===== src/rtl/rv32_decode_pipe.sv =====
// rv32_decode_pipe: RV32I decode stage with a DEPTH-entry instruction queue.
// Raw {instr, pc} entries wait in a circular FIFO; the head is decoded and
// loaded into a registered output stage that holds while execute cannot take it.
// An empty queue with an empty output stage lets a push go straight to the
// output stage for a one-cycle latency.
// Optional feature macro: DECODE_PERF_CNT_EN adds perf_decoded / perf_stall counters.
module rv32_decode_pipe #(
    parameter int ADDR_WIDTH = 32,
    parameter int XLEN       = 32,
    parameter int DEPTH      = 4
) (
    input  logic                  clk,
    input  logic                  reset,
    input  logic                  flush,
    input  logic                  in_valid,
    output logic                  in_ready,
    input  logic [31:0]           in_instr,
    input  logic [ADDR_WIDTH-1:0] in_pc,
    output logic                  out_valid,
    input  logic                  out_ready,
    input  logic                  src_stall,
    output logic [6:0]            instr_type,
    output logic [2:0]            funct3,
    output logic [6:0]            funct7,
    output logic [4:0]            rs1,
    output logic [4:0]            rs2,
    output logic [4:0]            rd,
    output logic                  rs1_valid,
    output logic                  rs2_valid,
    output logic                  rd_valid,
    output logic [XLEN-1:0]       imm,
    output logic [ADDR_WIDTH-1:0] out_pc,
    output logic [31:0]           out_instr,
    output logic                  illegal
`ifdef DECODE_PERF_CNT_EN
    ,
    output logic [31:0]           perf_decoded,
    output logic [31:0]           perf_stall
`endif
);

    localparam int PTR_W = $clog2(DEPTH);
    localparam int CNT_W = PTR_W + 1;
    localparam logic [CNT_W-1:0] DEPTH_C = CNT_W'(DEPTH);

    localparam logic [6:0] OP_R      = 7'h33;
    localparam logic [6:0] OP_IMM    = 7'h13;
    localparam logic [6:0] OP_LOAD   = 7'h03;
    localparam logic [6:0] OP_STORE  = 7'h23;
    localparam logic [6:0] OP_BRANCH = 7'h63;
    localparam logic [6:0] OP_LUI    = 7'h37;
    localparam logic [6:0] OP_AUIPC  = 7'h17;
    localparam logic [6:0] OP_JAL    = 7'h6F;
    localparam logic [6:0] OP_JALR   = 7'h67;
    localparam logic [6:0] OP_SYSTEM = 7'h73;

    typedef struct packed {
        logic [6:0]      instr_type;
        logic [2:0]      funct3;
        logic [6:0]      funct7;
        logic [4:0]      rs1;
        logic [4:0]      rs2;
        logic [4:0]      rd;
        logic            rs1_valid;
        logic            rs2_valid;
        logic            rd_valid;
        logic [XLEN-1:0] imm;
        logic            illegal;
    } dec_t;

    // Pure decode of one instruction word. SYSTEM is treated like an I-format
    // (CSR forms read rs1 and write rd). Unknown encodings keep the raw fields
    // but report no register use and a zero immediate.
    function automatic dec_t decode_f(input logic [31:0] instr);
        dec_t       d;
        logic [31:0] imm32;
        logic       rd_wr;
        logic       rd1;
        logic       rd2;
        logic       known;
        d            = '0;
        imm32        = 32'h0000_0000;
        rd_wr        = 1'b0;
        rd1          = 1'b0;
        rd2          = 1'b0;
        known        = 1'b1;
        d.instr_type = instr[6:0];
        d.funct3     = instr[14:12];
        d.funct7     = instr[31:25];
        d.rs1        = instr[19:15];
        d.rs2        = instr[24:20];
        d.rd         = instr[11:7];
        case (instr[6:0])
            OP_R: begin
                rd1 = 1'b1; rd2 = 1'b1; rd_wr = 1'b1;
            end
            OP_IMM, OP_LOAD, OP_JALR, OP_SYSTEM: begin
                rd1 = 1'b1; rd_wr = 1'b1;
                imm32 = {{20{instr[31]}}, instr[31:20]};
            end
            OP_STORE: begin
                rd1 = 1'b1; rd2 = 1'b1;
                imm32 = {{20{instr[31]}}, instr[31:25], instr[11:7]};
            end
            OP_BRANCH: begin
                rd1 = 1'b1; rd2 = 1'b1;
                imm32 = {{19{instr[31]}}, instr[31], instr[7], instr[30:25], instr[11:8], 1'b0};
            end
            OP_LUI, OP_AUIPC: begin
                rd_wr = 1'b1;
                imm32 = {instr[31:12], 12'h000};
            end
            OP_JAL: begin
                rd_wr = 1'b1;
                imm32 = {{11{instr[31]}}, instr[31], instr[19:12], instr[20], instr[30:21], 1'b0};
            end
            default: begin
                known = 1'b0;
            end
        endcase
        if (!known || (instr[1:0] != 2'b11)) begin
            d.illegal   = 1'b1;
            d.rs1_valid = 1'b0;
            d.rs2_valid = 1'b0;
            d.rd_valid  = 1'b0;
            imm32       = 32'h0000_0000;
        end else begin
            d.illegal   = 1'b0;
            d.rs1_valid = rd1;
            d.rs2_valid = rd2;
            d.rd_valid  = rd_wr && (instr[11:7] != 5'd0);
        end
        d.imm        = {XLEN{imm32[31]}};
        d.imm[31:0]  = imm32;
        return d;
    endfunction

    logic [31:0]           fifo_instr_r [DEPTH];
    logic [ADDR_WIDTH-1:0] fifo_pc_r    [DEPTH];
    logic [PTR_W-1:0]      wr_ptr_r;
    logic [PTR_W-1:0]      rd_ptr_r;
    logic [CNT_W-1:0]      count_r;
    logic [CNT_W-1:0]      count_next_s;

    logic                  out_valid_r;
    dec_t                  dec_r;
    logic [ADDR_WIDTH-1:0] out_pc_r;
    logic [31:0]           out_instr_r;

    logic                  in_ready_s;
    logic                  fifo_empty_s;
    logic                  push_s;
    logic                  consume_s;
    logic                  load_s;
    logic                  pop_s;
    logic                  fifo_wr_s;
    logic [31:0]           head_instr_s;
    logic [ADDR_WIDTH-1:0] head_pc_s;
    dec_t                  dec_s;

    // Handshake qualification and queue/bypass steering.
    always_comb begin
        in_ready_s   = (count_r < DEPTH_C);
        fifo_empty_s = (count_r == {CNT_W{1'b0}});
        push_s       = in_valid && in_ready_s && !flush;
        consume_s    = out_valid_r && out_ready && !src_stall;
        load_s       = !flush && (!out_valid_r || consume_s) && (!fifo_empty_s || push_s);
        pop_s        = load_s && !fifo_empty_s;
        fifo_wr_s    = push_s && !(load_s && fifo_empty_s);
        if (fifo_empty_s) begin
            head_instr_s = in_instr;
            head_pc_s    = in_pc;
        end else begin
            head_instr_s = fifo_instr_r[rd_ptr_r];
            head_pc_s    = fifo_pc_r[rd_ptr_r];
        end
    end

    assign dec_s = decode_f(head_instr_s);

    // Occupancy after this cycle's write and pop.
    always_comb begin
        case ({fifo_wr_s, pop_s})
            2'b10:   count_next_s = count_r + 1'b1;
            2'b01:   count_next_s = count_r - 1'b1;
            default: count_next_s = count_r;
        endcase
    end

    // Queue storage; only written when an entry is not bypassed.
    always_ff @(posedge clk) begin
        if (fifo_wr_s) begin
            fifo_instr_r[wr_ptr_r] <= in_instr;
            fifo_pc_r[wr_ptr_r]    <= in_pc;
        end
    end

    // Queue pointers and count; flush empties the queue.
    always_ff @(posedge clk) begin
        if (reset || flush) begin
            wr_ptr_r <= {PTR_W{1'b0}};
            rd_ptr_r <= {PTR_W{1'b0}};
            count_r  <= {CNT_W{1'b0}};
        end else begin
            if (fifo_wr_s) wr_ptr_r <= wr_ptr_r + 1'b1;
            if (pop_s)     rd_ptr_r <= rd_ptr_r + 1'b1;
            count_r <= count_next_s;
        end
    end

    // Output stage: load decoded head, hold while execute is not taking it.
    always_ff @(posedge clk) begin
        if (reset) begin
            out_valid_r <= 1'b0;
            dec_r       <= '0;
            out_pc_r    <= {ADDR_WIDTH{1'b0}};
            out_instr_r <= 32'h0000_0000;
        end else if (flush) begin
            out_valid_r <= 1'b0;
        end else if (load_s) begin
            out_valid_r <= 1'b1;
            dec_r       <= dec_s;
            out_pc_r    <= head_pc_s;
            out_instr_r <= head_instr_s;
        end else if (consume_s) begin
            out_valid_r <= 1'b0;
        end
    end

    assign in_ready   = in_ready_s;
    assign out_valid  = out_valid_r;
    assign instr_type = dec_r.instr_type;
    assign funct3     = dec_r.funct3;
    assign funct7     = dec_r.funct7;
    assign rs1        = dec_r.rs1;
    assign rs2        = dec_r.rs2;
    assign rd         = dec_r.rd;
    assign rs1_valid  = dec_r.rs1_valid;
    assign rs2_valid  = dec_r.rs2_valid;
    assign rd_valid   = dec_r.rd_valid;
    assign imm        = dec_r.imm;
    assign illegal    = dec_r.illegal;
    assign out_pc     = out_pc_r;
    assign out_instr  = out_instr_r;

`ifdef DECODE_PERF_CNT_EN
    logic [31:0] perf_decoded_r;
    logic [31:0] perf_stall_r;

    // Free-running wrap-around event counters; flush does not touch them.
    always_ff @(posedge clk) begin
        if (reset) begin
            perf_decoded_r <= 32'h0000_0000;
            perf_stall_r   <= 32'h0000_0000;
        end else begin
            if (consume_s)                 perf_decoded_r <= perf_decoded_r + 32'd1;
            if (out_valid_r && src_stall)  perf_stall_r   <= perf_stall_r + 32'd1;
        end
    end

    assign perf_decoded = perf_decoded_r;
    assign perf_stall   = perf_stall_r;
`endif

endmodule

===== config.mk =====
export PLATFORM = sky130hd
export DESIGN_NAME = rv32_decode_pipe
export DESIGN_NICKNAME = d
export VERILOG_FILES = /design/src/rtl/rv32_decode_pipe.sv
export SDC_FILE = /design/constraint.sdc
export NUM_CORES = 1
export LEC_CHECK = 0
export CAP_MARGIN = 20
export CORE_AREA = 2 2 196 198
export CTS_CLUSTER_SIZE = 25
export DETAILED_ROUTE_END_ITERATION = 8
export DIE_AREA = 0 0 198 200
export PLACE_DENSITY = 0.63
export SETUP_SLACK_MARGIN = 0.2
export SYNTH_ARGS = -nofsm -noshare
export SYNTH_HDL_FRONTEND = slang
export SYNTH_SLANG_ARGS = --single-unit
export TNS_END_PERCENT = 1

===== constraint.sdc =====
create_clock -name clk -period 4.4 [get_ports clk]
set_clock_uncertainty 0.1 [all_clocks]
set_input_delay 0.66 -clock clk [delete_from_list [all_inputs] [get_ports clk]]
set_output_delay 0.66 -clock clk [all_outputs]
set_load 0.05 [all_outputs]

==> impl_metrics.toml, run 1 <==
[status]
outcome = "finished clean"

[routing]
drc = 0
drtIter0Drc = 754
ant_nets = 0
via_per_inst = 5.297
drt_wl_total_mm = 36.21
wl_per_cell_um = 20.74
vias = 9248
dr.pass1.iters = 5

[global_route]
grt_pass1_vias = 9236
grt_max_degree = 60
grt_usage_pct = 18.29
antenna_found_initial = 0
gr-total-overflow = 0
grt_pass1_wl_mm = 55.30

[cts]
cts_tree = "built"
clkLatencyLatePin_ps = 540
path_clk_slew_ps = 60
hold_buffers = 0
cts_resized = 0
htree_levels = 2
cts_made_buffers = 39
post-cts-setup-buffers = 0
cts_root_buf = "clkbuf_16"
cts_sinks = 366
clk_path_buf_depth = 3

[finish]
drive_above_1_share_pct = 14.75
fill_cells = 3257
final_nets = 1279
area_delta_synth_final_pct = 24.88

[timing]
worstMarginPinSlew_ps = 880.5
hold_viol = 0
setup_viol = 0
slew_viol_final = 0
fin_ws_ps = 1201
tns_ps = 0
rsz0062_at_grt = "no"
period_share_pct = 72.70
max_clock_freq_mhz = 312.6
slew_headroom_pct = 41.30
min_period_ps = 3199
holdWs_ps = 347.8

[pwr]
power_leakage_nw = 5.933
p_seq_share_pct = 48.5
swShare_pct = 24.83
clkPwrFrac_pct = 40.7
power.internal_mw = 5.904
power.density_nw_per_um2 = 425.2
power.switching_mw = 1.951
combPwrFrac_pct = 10.8
ir_drop_uv = 235.5
totalPowerFinal_mw = 7.855

[die]
die_height_um = 200
die_w_um = 198
num_io_pins = 204
std_cell_rows = 71
initial_core_util_pct = 39.55
core_region_area_um2 = 37400
dieArea_um2 = 39600

[hold_path]
holdCritStartpoint = "imm[12]"
hold-path-cell-count = 2
whs_endpoint = "imm[12]"
hp-class = "flop to flop"

[critical_path]
r2r_end = "imm[12]"
critical_path_class = "input port to flop"
critPathMaxFanout = 10
cp.required_ps = 4750
r2r_slack_ps = 1380
path_delay_family = "compound AO/OA/AOI/OAI gates"
cpMaxStageDelayCell = "clkdlybuf4s50_1"
cp.arrival_ps = 3550
cp-end-kind = "flop"
cp.buffers_inverters = 3
critPathLaunchType = "input port"
path_common_cell = "inv_1"
r2r_cells = 6
crit_chain = "clkdlybuf4s50_1 > nor2b_1 > o21ai_1 > o2111a_1 > inv_1 > ha_1 > inv_1 > fa_1 > xor2_1 > or3_1 > a21oi_1"
crit_path_max_incr_delay_ps = 450

[yosys]
syn-instance-count = 1033
synth.most_common_cell = "edfxtp_1"
synth_top_cell_area_share_pct = 51.97
synth_largest_area_cell = "edfxtp_1"
syn-num-nets = 1109
ys_async_sr_fraction_pct = 0
syn_area_per_cell_um2 = 14.32
ys_types = 68
ys_seq_elements = 366
synth_sequential_area_ratio_pct = 66.85
synth_flop_cell = "edfxtp_1"
ys_top_cells_by_count = "256 x edfxtp_1, 137 x nand2_1, 110 x dfxtp_1, 106 x nor2_1, 64 x mux4_2"
ys_warn_count = 0
syn_area_um2 = 14790
synth_area_leaders = "edfxtp_1 52%, dfxtp_1 15%, mux4_2 9.7%, nand2_1 3.5%, nor2_1 2.7%"
synth_enable_flop_cells = 256

[flow_run]
drv_cap = 0

[place]
gp_congestion = 0.8650
pre_cts_ws_ps = 690.6
numPortBuffers = 203
dp_hpwl_mm = 23.69
==> how the worst max path moves through the flow <==
stage / start / slack (ps) / to / depth (start not counted)
6_report: out_ready / 1200 / count_r[2] / 11
4_1_cts: out_ready / 1230 / count_r[2] / 11
3_3_place_gp: out_ready / 740 / count_r[2] / 11
3_5_place_dp: out_ready / 690 / count_r[2] / 11
2_1_floorplan: out_ready / 780 / fifo_instr_r[0][0] / 4
5_1_grt: out_ready / 1060 / count_r[2] / 11
==> cell usage in the layout, fill, tap and decap left out, types with 15 or more instances in the layout <==
master,instances
edfxtp_1,256
clkdlybuf4s50_1,202
nand2_1,137
dfxtp_1,108
nor2_1,105
mux4_2,64
clkbuf_16,39
a21oi_1,36
a311oi_1,33
o21ai_1,23
nor3_1,17
buf_4,15
==> kinds of logic after synthesis <==
kind of cell,share of synthesized area (%)
adder cells (fa/ha/maj),0.5582
AO/OA/AOI/OAI,8.188
flip-flops,66.85
AND/OR/NAND/NOR,8.957
multiplexers,11.24
buffers and inverters,3.848
XOR/XNOR,0.3553
==> metal layers <==
metal / GRT usage [%] / part of all wire [%] / vias up
li1: - / - / 4224
met1: 25.88 / 45 / 4621
met2: 29.30 / 46 / 348
met3: 3.562 / 6.8 / 55
met4: 4.456 / 2.0 / 0
met5: 0 / 0 / -
==> final cells by class <==
cell class / count / area, um2 / area share (%)
flip-flops and latches: 366 / 9897 / 53.58
multi-input cells: 564 / 4379 / 23.71
repair buffers: 222 / 2235 / 12.10
clock buffers: 52 / 1065 / 5.764
well taps: 511 / 639.4 / 3.461
clock inverters: 20 / 217.7 / 1.179
inverters: 10 / 37.54 / 0.2032
diodes: 1 / 2.502 / 0.01355
==> worst register-to-register path, cell delays in order, from the launching register on <==
cell and delay, ps:
dfxtp_4 690, mux4_2 710, mux2i_4 330, o21ai_2 140, a2111oi_4 750, a21oi_1 100, o21ai_1 140
==> per-stage QoR <==
| stage | util, % | instance area (um2) | instances |
|---|---|---|---|
| CTS | 49.39 | 18470 | 1745 |
| floorplan | - | 14790 | 1033 |
| global route | 49.39 | 18470 | 1745 |
| detailed placement | 45.96 | 17190 | 1673 |
| finish | 49.39 | 18470 | 1746 |
| global placement | 45.96 | 17190 | 1673 |
==> power by group through the flow <==
stage	clock network, mW	logic [mW]	registers [mW]
2_1_floorplan	0	0.372	4.05
3_3_place_gp	0	0.847	3.88
6_report	3.20	0.851	3.81
4_1_cts	3.27	0.856	3.81
5_1_grt	3.42	0.905	3.81
3_5_place_dp	0	0.853	3.88
==> state kept, by name, indices dropped and copies added, names as in the netlist, 3 cells and up, named ones only <==
register,flops
count_r,3
fifo_instr_r,128
fifo_pc_r,128
funct7,7
imm,32
instr_type,6
out_instr,5
out_pc,32
rd,4
rs1,4
rs2,4
Power figures use the tool's default switching activity.
==> inputs of run 2 (changes only) <==
- PLACE_DENSITY: 0.63 -> 0.65
- clock period: 4.4 -> 2.8 ns (I/O delays scaled with it)
==> impl_metrics.toml, run 2 (synthesized netlist as in run 1, its figures left out) <==
[status]
outcome = "finished clean"

[hold_path]
whs_endpoint = "funct7[2]"
holdCritStartpoint = "reset"
hp-class = "input port to flop"
hold-path-cell-count = 2

[finish]
fill_cells = 3232
area_delta_synth_final_pct = 27.29
drive_above_1_share_pct = 17.39
multi_input_area_um2 = 4382
final_cells = 1782
finalInstanceArea_um2 = 18830
final_nets = 1317
final_common_cell = "edfxtp_1"
final_cell_mix = "256 x edfxtp_1, 202 x clkdlybuf4s50_1, 137 x nand2_1"
diodes = 0
top_regs = "fifo_instr_r: 128 flops, fifo_pc_r: 128 flops"
seq_area_um2 = 9897

[die]
core_region_area_um2 = 37400
die_height_um = 200
initial_core_util_pct = 39.55
std_cell_rows = 71
dieArea_um2 = 39600
num_io_pins = 204
die_w_um = 198

[cts]
cts_sinks = 366
path_clk_slew_ps = 60
cts_made_buffers = 39
htree_levels = 2
clk_path_buf_depth = 3
cts_tree = "built"
hold_buffers = 0
cts_root_buf = "clkbuf_16"
clkLatencyLatePin_ps = 530

[place]
numPortBuffers = 203
pre_cts_ws_ps = -127.9
placed_area_um2 = 17500
dp_hpwl_mm = 23.89
gp_congestion = 0.8318
place_inst = 1704

[pwr]
ir_drop_uv = 503.5
power_leakage_nw = 6.162
power.density_nw_per_um2 = 659.9
totalPowerFinal_mw = 12.43

[global_route]
grt_pass1_wl_mm = 55.36
grt_usage_pct = 18.43
grt_max_degree = 44
antenna_found_initial = 1
gr-total-overflow = 0
grt_pass1_vias = 9407

[timing]
slew_headroom_pct = 52.30
fin_ws_ps = 274.8
holdWs_ps = 229.6
slew_viol_final = 0
max_clock_freq_mhz = 396.0
rsz0062_at_grt = "yes"
period_share_pct = 90.19
setup_viol = 0
hold_viol = 0
min_period_ps = 2525
worstMarginPinSlew_ps = 715.5

[routing]
drc = 0
drtIter0Drc = 586
wl_per_cell_um = 20.40
drt_wl_total_mm = 36.35
vias = 9297
ant_nets = 0
dr.pass1.iters = 5
via_per_inst = 5.217

[flow_run]
drv_cap = 0

[critical_path]
r2r_cells = 7
r2r_end = "imm[18]"
cp.required_ps = 3160
cp-end-kind = "flop"
critPathLaunchType = "flop"
critical_path_class = "flop to flop"
r2r_slack_ps = 270
cp.arrival_ps = 2890
critPathMaxFanout = 12
==> run 2: cell count changes in the layout (fill, tap and decap cells not counted), moves of 2 or more <==
cell,delta
clkbuf_16,+3
buf_12,+6
buf_4,+32
bufinv_16,-2
clkinvlp_4,-2
clkbuf_8,+5
clkinv_16,-2
clkinv_2,-3
==> run 2: routing by layer <==
layer	wire (um)	GRT usage, %	vias to the layer above
li1	-	-	4292
met1	16090	24.59	4640
met2	17340	31.29	311
met3	2305	3.780	52
met4	593	4.094	2
met5	13	0	-
==> run 2: final cells by class <==
cell class                      instances  share of cell area (%)
Tap cell                              511                   3.395
Inverter                               10                  0.1993
Clock inverter                          9                  0.3123
Multi-Input combinational cell        564                   23.27
Clock buffer                           62                   6.485
Timing Repair Buffer                  260                   13.78
Sequential cell                       366                   52.56
==> run 2: worst max path at each step <==
stage | endpoint | slack [ps] | cells past startpoint
6_report | imm[18] | 270 | 7
5_1_grt | imm[18] | 170 | 7
4_1_cts | imm[18] | 170 | 7
3_5_place_dp | count_r[2] | -130 | 11
3_3_place_gp | count_r[2] | -40 | 11
2_1_floorplan | fifo_instr_r[0][0] | -100 | 4
==> run 2: report_power, final <==
part | internal [mW] | leakage (nW) | switching (mW) | total (mW)
Clock | 3.00 | 0.640 | 2.07 | 5.07
Sequential | 5.91 | 3.22 | 0.0727 | 5.98
Combinational | 0.494 | 2.31 | 0.880 | 1.37
==> run 2: metrics by stage <==
| step | TNS, ps | util [%] |
|---|---|---|
| floorplan | -25700 | - |
| detailed placement | -127.9 | 46.78 |
| global placement | -36.69 | 46.78 |
| finish | 0 | 50.35 |
| CTS | 0 | 50.21 |
| global route | 0 | 50.35 |
==> run 2: repair_timing <==
item / in CTS / in global routing
resized for setup: 1 / 0
setup buffers: 0 / 7
pin swaps: 0 / 1
endpoints found under the setup margin: 12 / 20
==> run 2: worst max-delay path: stages, from the launching register on <==
cell	delay (ps)
dfxtp_4	450
mux4_2	600
mux2i_4	260
o21ai_2	120
a2111oi_4	440
buf_4	240
a21oi_1	60
o21ai_1	170
==> inputs of run 3 (changes only) <==
- CORE_AREA: 2 2 196 198 -> 2 2 149 260
- DIE_AREA: 0 0 198 200 -> 0 0 151 262
- REMOVE_ABC_BUFFERS: unset -> 1
==> impl_metrics.toml, run 3 (synthesized netlist as in run 1, its figures left out) <==
[finish]
area_delta_synth_final_pct = 27.40
top_regs = "fifo_instr_r: 128 flops, fifo_pc_r: 128 flops"
final_nets = 1329
drive_above_1_share_pct = 17.98
final_util_pct = 50.39
fill_cells = 3242
final_common_cell = "edfxtp_1"
final_cells = 1762
final_cell_mix = "256 x edfxtp_1, 202 x clkdlybuf4s50_1, 137 x nand2_1"

[cts]
htree_levels = 2
cts_tree = "built"
cts_made_buffers = 35
hold_buffers = 0
clkLatencyLatePin_ps = 530
path_clk_slew_ps = 70
clk_path_buf_depth = 3
cts_root_buf = "clkbuf_16"
cts_sinks = 366

[die]
std_cell_rows = 94
dieArea_um2 = 39560
core_region_area_um2 = 37400
die_w_um = 151
num_io_pins = 204
die_height_um = 262
initial_core_util_pct = 39.55

[timing]
max_clock_freq_mhz = 388.8
rsz0062_at_grt = "yes"
worstMarginPinSlew_ps = 678.6
hold_viol = 0
slew_headroom_pct = 54.62
period_share_pct = 91.85
slew_viol_final = 0
holdWs_ps = 123.2
min_period_ps = 2572
setup_viol = 0

[routing]
met1_length_mm = 13.73
wl_met3_mm = 1.568
drc = 0
drtIter0Drc = 518
highest_layer = "met4"
dr.pass1.iters = 5
wl_per_cell_um = 21.36
met2_length_mm = 20.78
via_per_inst = 5.309
drt_wl_total_mm = 37.64
ant_nets = 0
vias = 9355

[critical_path]
crit_chain = "mux4_2 > mux2i_4 > buf_4 > nor2_1 > a21oi_1 > o22a_1 > o22ai_1"
critical_path_class = "flop to flop"
cp.required_ps = 3110
cp-end-kind = "flop"
cpMaxStageDelayCell = "mux4_2"
critPathLaunchType = "flop"
crit_path_max_incr_delay_ps = 600
critPathMaxFanout = 13
r2r_slack_ps = 230
cp.arrival_ps = 2880

[pwr]
swShare_pct = 25.00
power.density_nw_per_um2 = 641.5
power.switching_mw = 3.023
power_leakage_nw = 6.180
power.internal_mw = 9.067
totalPowerFinal_mw = 12.09
p_seq_share_pct = 49.4
combPwrFrac_pct = 11.7
clkPwrFrac_pct = 38.9
ir_drop_uv = 409.1

[place]
gp_congestion = 0.8712
place_inst = 1691
dp_hpwl_mm = 26.08
numPortBuffers = 203

[status]
outcome = "finished clean"

[global_route]
grt_usage_pct = 19.17
grt_pass1_wl_mm = 56.71
grt_pass1_vias = 9719
grt_max_degree = 54
antenna_found_initial = 3
gr-total-overflow = 0

[flow_run]
drv_cap = 0

[hold_path]
hp-class = "input port to flop"
==> run 3: area by class of cell <==
type,count,area [um2],share of cell area (%)
Inverter,10,37.54,0.1992
Multi-Input combinational cell,564,4393,23.31
Timing Repair Buffer,276,2769,14.69
Tap cell,480,600.6,3.187
Clock buffer,40,904.6,4.800
Antenna cell,3,7.507,0.03984
Clock inverter,23,236.5,1.255
Sequential cell,366,9897,52.52
==> run 3: path summary, 6_finish.rpt <==
check	start	depth (start not counted)	to
min reg2reg	imm[16]	2	imm[16]
max	flop	7	imm[4]
max reg2reg	flop	7	imm[4]
min	reset	2	instr_type[1]
==> run 3: layer usage <==
metal | vias to the layer above | global-route usage, %
met3 | 76 | 2.569
met1 | 4720 | 21.49
met5 | - | 0
li1 | 4318 | -
met4 | 0 | 8.385
met2 | 241 | 35.91
==> run 3: power by group through the flow <==
| stage | logic, mW | registers [mW] | clock network, mW |
|---|---|---|---|
| after floorplan | 0.403 | 6.48 | 0 |
| after global placement | 1.40 | 6.09 | 0 |
| after detailed placement | 1.41 | 6.10 | 0 |
| after CTS | 1.42 | 5.98 | 4.83 |
| after global routing | 1.50 | 5.99 | 5.03 |
| final | 1.41 | 5.98 | 4.70 |
==> run 3: critical path: cells and delay by family, from the launching register on <==
kind | cells | cell delay, ps
AO/OA/AOI/OAI | 3 | 610
buffers and inverters | 1 | 230
AND/OR/NAND/NOR | 1 | 70
flip-flops | 1 | 500
multiplexers | 2 | 940
==> run 3: metrics by stage <==
step	instance area [um2]	setup WS [ps]	TNS, ps
after floorplan	14260	-3924	-801700
after global placement	17630	-72.51	-72.51
after detailed placement	17630	-119.2	-119.2
after CTS	18780	159.8	0
after global routing	18850	109.8	0
final	18850	228.1	0
==> run 3: repair_timing <==
action | in CTS | in global routing
endpoints found under the setup margin | 18 | 27
resized for setup | 2 | 1
setup buffers | 0 | 5
pin swaps | 0 | 2
